[src/rtl/spin_phase_reader.sv]
// Samples asynchronous oscillator phases against a reference over a fixed window
// and serves majority-decided spins and mismatch counts over a read handshake.
module spin_phase_reader #(
  parameter int unsigned N           = 8,
  parameter int unsigned WINDOW_BITS = 8,
  parameter int unsigned SYNC_STAGES = 2
) (
  input  logic         clk,
  input  logic         axi_rstn,
  input  logic         ising_rstn,
  input  logic [N-1:0] phase_in,
  input  logic         ref_in,
  input  logic         start,
  output logic         busy,
  output logic         done,
  input  logic         arvalid,
  output logic         arready,
  input  logic [7:0]   araddr,
  output logic         rvalid,
  input  logic         rready,
  output logic [31:0]  rdata
);

  localparam int unsigned CW = WINDOW_BITS + 1;
  localparam int unsigned SW = $clog2(SYNC_STAGES);
  localparam int unsigned TW = ((WINDOW_BITS > SW) ? WINDOW_BITS : SW) + 1;
  localparam logic [CW-1:0] HALF = CW'(2 ** (WINDOW_BITS - 1));

  typedef enum logic [2:0] {IDLE, SETTLE, SAMPLE, DECIDE, DONE} state_t;

  state_t                 state, next_state;
  logic [TW-1:0]          timer;
  logic [SYNC_STAGES-1:0] phase_sync [N];
  logic [SYNC_STAGES-1:0] ref_sync;
  logic [N-1:0]           mismatch;
  logic [CW-1:0]          cnt [N];
  logic [CW-1:0]          res_cnt [N];
  logic [N-1:0]           res_spin;
  logic                   aborted;
  logic                   accept;
  logic                   abort;
  logic [31:0]            rd_word;

  // MSB of each shift register is the oldest, fully synchronized sample.
  always_ff @(posedge clk or negedge axi_rstn) begin
    if (!axi_rstn) begin
      for (int unsigned i = 0; i < N; i++) phase_sync[i] <= '0;
      ref_sync <= '0;
    end else begin
      for (int unsigned i = 0; i < N; i++)
        phase_sync[i] <= {phase_sync[i][SYNC_STAGES-2:0], phase_in[i]};
      ref_sync <= {ref_sync[SYNC_STAGES-2:0], ref_in};
    end
  end

  always_comb begin
    mismatch = '0;
    for (int unsigned i = 0; i < N; i++)
      mismatch[i] = phase_sync[i][SYNC_STAGES-1] ^ ref_sync[SYNC_STAGES-1];
  end

  always_ff @(posedge clk or negedge axi_rstn) begin
    if (!axi_rstn) state <= IDLE;
    else           state <= next_state;
  end

  always_comb begin
    next_state = state;
    case (state)
      IDLE:    if (start && ising_rstn) next_state = SETTLE;
      SETTLE:  if (!ising_rstn) next_state = IDLE;
               else if (timer == '0) next_state = SAMPLE;
      SAMPLE:  if (!ising_rstn) next_state = IDLE;
               else if (timer == '0) next_state = DECIDE;
      DECIDE:  next_state = ising_rstn ? DONE : IDLE;
      DONE:    next_state = IDLE;
      default: next_state = IDLE;
    endcase
  end

  always_comb begin
    busy   = (state == SETTLE) || (state == SAMPLE) || (state == DECIDE);
    accept = (state == IDLE) && start && ising_rstn;
    abort  = busy && !ising_rstn;
  end

  // Down-counter reloaded at each phase boundary; reaching zero ends the phase.
  always_ff @(posedge clk or negedge axi_rstn) begin
    if (!axi_rstn) begin
      timer <= '0;
    end else if (accept) begin
      timer <= TW'(SYNC_STAGES - 1);
    end else if (state == SETTLE && timer == '0) begin
      timer <= TW'(2 ** WINDOW_BITS - 1);
    end else if ((state == SETTLE || state == SAMPLE) && timer != '0) begin
      timer <= timer - TW'(1);
    end
  end

  always_ff @(posedge clk or negedge axi_rstn) begin
    if (!axi_rstn) begin
      for (int unsigned i = 0; i < N; i++) cnt[i] <= '0;
    end else if (accept) begin
      for (int unsigned i = 0; i < N; i++) cnt[i] <= '0;
    end else if (state == SAMPLE) begin
      for (int unsigned i = 0; i < N; i++) cnt[i] <= cnt[i] + CW'(mismatch[i]);
    end
  end

  always_ff @(posedge clk or negedge axi_rstn) begin
    if (!axi_rstn) begin
      for (int unsigned i = 0; i < N; i++) res_cnt[i] <= '0;
      res_spin <= '0;
    end else if (state == DECIDE && ising_rstn) begin
      for (int unsigned i = 0; i < N; i++) begin
        res_cnt[i]  <= cnt[i];
        res_spin[i] <= (cnt[i] > HALF);
      end
    end
  end

  always_ff @(posedge clk or negedge axi_rstn) begin
    if (!axi_rstn) begin
      done    <= 1'b0;
      aborted <= 1'b0;
    end else if (accept) begin
      done    <= 1'b0;
      aborted <= 1'b0;
    end else begin
      if (state == DONE) done <= 1'b1;
      if (abort)         aborted <= 1'b1;
    end
  end

  always_comb begin
    rd_word = '0;
    if (araddr == 8'd0) begin
      rd_word = {29'b0, aborted, done, busy};
    end else if (araddr == 8'd1) begin
      rd_word = 32'(res_spin);
    end else begin
      for (int unsigned i = 0; i < N; i++)
        if (araddr == 8'(i + 2)) rd_word = 32'(res_cnt[i]);
    end
  end

  assign arready = !rvalid;

  always_ff @(posedge clk or negedge axi_rstn) begin
    if (!axi_rstn) begin
      rvalid <= 1'b0;
      rdata  <= '0;
    end else if (arvalid && arready) begin
      rvalid <= 1'b1;
      rdata  <= rd_word;
    end else if (rvalid && rready) begin
      rvalid <= 1'b0;
    end
  end

endmodule
[config.mk]
export PLATFORM = sky130hd
export DESIGN_NAME = spin_phase_reader
export DESIGN_NICKNAME = d
export VERILOG_FILES = /design/src/rtl/spin_phase_reader.sv
export SDC_FILE = /design/constraint.sdc
export NUM_CORES = 1
export LEC_CHECK = 0
export ABC_CLOCK_PERIOD_IN_PS = 2100
export CAP_MARGIN = 20
export CORE_ASPECT_RATIO = 1.1
export CORE_MARGIN = 5
export CORE_UTILIZATION = 35
export DETAILED_ROUTE_END_ITERATION = 16
export PLACE_DENSITY_LB_ADDON = 0.05
export RECOVER_POWER = 25
export SETUP_SLACK_MARGIN = 0.05
export SLEW_MARGIN = 5
export SYNTH_ARGS = -nofsm -noshare
export SYNTH_HDL_FRONTEND = slang
export SYNTH_SLANG_ARGS = --single-unit
[constraint.sdc]
create_clock -name clk -period 2.1 [get_ports clk]
set_input_delay 0.42 -clock clk [delete_from_list [all_inputs] [get_ports clk]]
set_output_delay 0.42 -clock clk [all_outputs]
set_load 0.01 [all_outputs]
==> impl_metrics.env <==
export IMPL_status="complete, no violations"
export IMPL_ys_types=63
export IMPL_tightest_slew_ns=1.23
export IMPL_synth_mux_area_frac=0.105
export IMPL_dp_slack_ns=-0.324
export IMPL_grt_busiest_layer="met2"
export IMPL_max_slew_margin=0.178
export IMPL_place_congestion=0.848
export IMPL_worstHoldStart="phase_sync[0]$_DFF_PN0_"
export IMPL_whs_ns=0.350
export IMPL_yosys_area_share_simple=0.159
export IMPL_num_rows=62
export IMPL_core_region_area_sq_um=26200
export IMPL_arrival_ns=2.30
export IMPL_n_antenna_cell=0
export IMPL_cp_start_kind="input pin"
export IMPL_setup_ws_ns=0.147
export IMPL_ys_flop_type="dfrtp_1"
export IMPL_clockBufferDepth=2
export IMPL_drc=0
export IMPL_crit_slowest_cell="or4_1"
export IMPL_multi_input_area_sq_um=4170
export IMPL_io_pins=59
export IMPL_clk_latency_ns=0.44
export IMPL_area_growth_pct=17.9
export IMPL_syn_area_sq_um=9340
export IMPL_ant_nets=0
export IMPL_regToRegSetupSlack_ns=0.15
export IMPL_synth_compound_area_share=0.0963
export IMPL_hold_class="reg2reg"
export IMPL_wire_per_inst_um=17.5
export IMPL_finalClockSkew_ns=0.0199
export IMPL_num_vias=6610
export IMPL_hold_path_depth=0
export IMPL_yosys_area_share_adder=0.0228
export IMPL_synth_xor_area_frac=0.0497
export IMPL_finalPower_mw=8.99
export IMPL_post_cts_setup_buffer_count=0
export IMPL_drtIter0Drc=388
export IMPL_synth_edf_count=0
export IMPL_grtUsageMet1=0.223
export IMPL_grt_overflow_total=0
export IMPL_ir_drop_v=0.000389
export IMPL_ff_latch_area_sq_um=4860
export IMPL_grt_util_met3=0.0299
export IMPL_die_area_sq_um=30100
export IMPL_gr_usage_all_layers=0.157
export IMPL_fp_dieW_um=166
export IMPL_rsz0062_at_grt="yes"
export IMPL_critPathCaptureType="flip-flop"
export IMPL_p_leak_nw=5.14
export IMPL_place_port_buffers=35
export IMPL_grt_pass1_wl_um=37900
export IMPL_path_buf_inv=2
export IMPL_ys_ff_latch=194
export IMPL_tns_ns=0
export IMPL_fin_crit_sh=0.930
export IMPL_die_height_um=181
export IMPL_syn_inst=891
export IMPL_layout_min_cycle_time_ns=1.95
export IMPL_cp_cell_sequence="clkdlybuf4s50_1 -> or4_1 -> buf_4 -> nand2b_4 -> nor3_2 -> o211ai_1 -> a211oi_2"
export IMPL_design_area_sq_um=11000
export IMPL_wl_um=23100
export IMPL_power_density_nw_per_um2=817
export IMPL_ys_top_cells_by_area="dfrtp_1, mux2_2, xor2_1"
export IMPL_fill_cells=2581
export IMPL_antenna_found_initial=2
export IMPL_grt_max_degree=47
export IMPL_synth_top_family_by_area="simple AND/OR/NAND/NOR gates"
export IMPL_clockRootBuffer="clkbuf_16"
export IMPL_slowest_delay_ns=0.57
export IMPL_cts_made_buffers=17
export IMPL_nets=995
export IMPL_grt_pass1_vias=6697
export IMPL_start_util=0.356
export IMPL_dr_pass1_iters=4
export IMPL_setup_violations_final=0
export IMPL_cap_violations=0
export IMPL_max_freq_mhz=512
export IMPL_viasPerCell=5.01
export IMPL_finalMaxSlewViolations=0
export IMPL_synth_area_leader_cell="dfrtp_1"
export IMPL_path_class="in2reg"
export IMPL_min_to="phase_sync[1]$_DFF_PN0_"
export IMPL_cts_max_level=4
export IMPL_dpl_cell_area_sq_um=10400
export IMPL_grt_use_met2=0.246
export IMPL_synth_top_area_share=0.520
export IMPL_cts_tree="done"
export IMPL_ys_warn_count=0
export IMPL_hold_viol_final=0
export IMPL_crit_reg2reg_launch="timer[0]$_DFFE_PN0P_"
export IMPL_reg2reg_to="state[0]$_DFFE_PN0P_"
export IMPL_required_ns=2.45
export IMPL_synthArstFlopShare=1.00
export IMPL_dp_hpwl_um=16900
export IMPL_reg2reg_depth=7
export IMPL_crit_fanout=10
export IMPL_cts_num_sinks=194
export IMPL_path_clk_slew_ns=0.08
export IMPL_ys_seq_area_frac=0.520
export IMPL_drive_gt1_frac=0.187
export IMPL_syn_avg_cell_area_sq_um=10.5
export IMPL_crit_family="simple AND/OR/NAND/NOR gates"
## flip-flops by register name, indices dropped and copies added, names as in the netlist
| register | flops |
|---|---|
| ref_sync | 2 |
| done | 1 |
| timer | 9 |
| rvalid | 1 |
| phase_sync | 16 |
| cnt | 72 |
| rdata | 9 |
| res_spin | 8 |
| state | 3 |
| aborted | 1 |
| res_cnt | 72 |
## metal layers
metal | vias up | wire length, um
met4 | 4 | 332
met3 | 22 | 792
met5 | - | 27
met2 | 88 | 10800
li1 | 3197 | -
met1 | 3299 | 11100
## per-stage QoR
step,utilization,std cells
after CTS,0.421,1320
after global routing,0.420,1320
after detailed placement,0.396,1287
after global placement,0.396,1287
after floorplan,-,913
final,0.420,1320
## placed cells by master (no fill, tap or decap), drive strengths merged, types with 17 or more instances in the layout
master / Yosys / layout
clkdlybuf4s50: 0 / 23
clkbuf: 29 / 19
a21oi: 56 / 56
inv: 18 / 26
nand4: 23 / 23
nand2: 104 / 104
ha: 17 / 17
xor2: 49 / 49
buf: 39 / 55
conb: 1 / 23
nor2: 79 / 79
mux2: 67 / 67
dfrtp: 194 / 194
o21ai: 38 / 38
mux2i: 23 / 23
nor3: 26 / 26
## layout make-up
class                   instances  share of cell area
repair buffers                 91              0.0775
inverters                      18             0.00614
clock inverters                15              0.0174
multi-input cells             633               0.379
clock buffers                  17              0.0386
flip-flops and latches        194               0.441
well taps                     352              0.0400
## worst reg2reg max path, delay by kind of cell, from the launching register on
family	cells	cell delay, ns
compound gates	1	0.17
fa+ha+maj	1	0.16
buf+inv	1	0.06
flops	1	0.38
mux	1	0.21
simple gates	3	0.90
## logic make-up after synthesis
kind of cell | Yosys count
AOI/OAI and AO/OA | 146
buffers and inverters | 86
adders and majority gates | 17
muxes | 90
xor gates and xnor gates | 53
other | 1
DFF | 194
and+or+nand+nor | 304
## cells in the mapped netlist (all sizes together) (11+ instances only)
cell type and number:
mux2 67, dfrtp 194, nor2 79, nand2 104, inv 18, a21oi 56, ha 17, mux2i 23
or3 13, nand3 11, xor2 49, clkbuf 29, and3 11, nand2b 13, nor3 26, o21ai 38
nand4 23, buf 39
## power by group
| part | switching (mW) | internal [mW] |
|---|---|---|
| clock | 1.62 | 1.82 |
| combinational | 0.723 | 0.606 |
| sequential | 0.236 | 3.99 |
| total | 2.57 | 6.42 |
## timing repair
action | 4_1_cts | 5_1_grt
resized for setup | 8 | 2
pin swaps | 0 | 3
hold buffers | 1 | 0
setup endpoints to repair | 9 | 6
hold endpoints to repair | 40 | 0
## how the worst max path moves through the flow
stage,startpoint,endpoint,depth (start not counted)
6_report,araddr[5],rdata[1]$_DFFE_PN0P_,7
5_1_grt,timer[1]$_DFFE_PN0P_,state[0]$_DFFE_PN0P_,7
4_1_cts,timer[0]$_DFFE_PN0P_,state[0]$_DFFE_PN0P_,7
3_5_place_dp,araddr[5],rdata[7]$_DFFE_PN0P_,6
3_3_place_gp,araddr[5],rdata[1]$_DFFE_PN0P_,7
2_1_floorplan,timer[0]$_DFFE_PN0P_,state[0]$_DFFE_PN0P_,7
No activity file was read; power rests on OpenSTA's default activity.
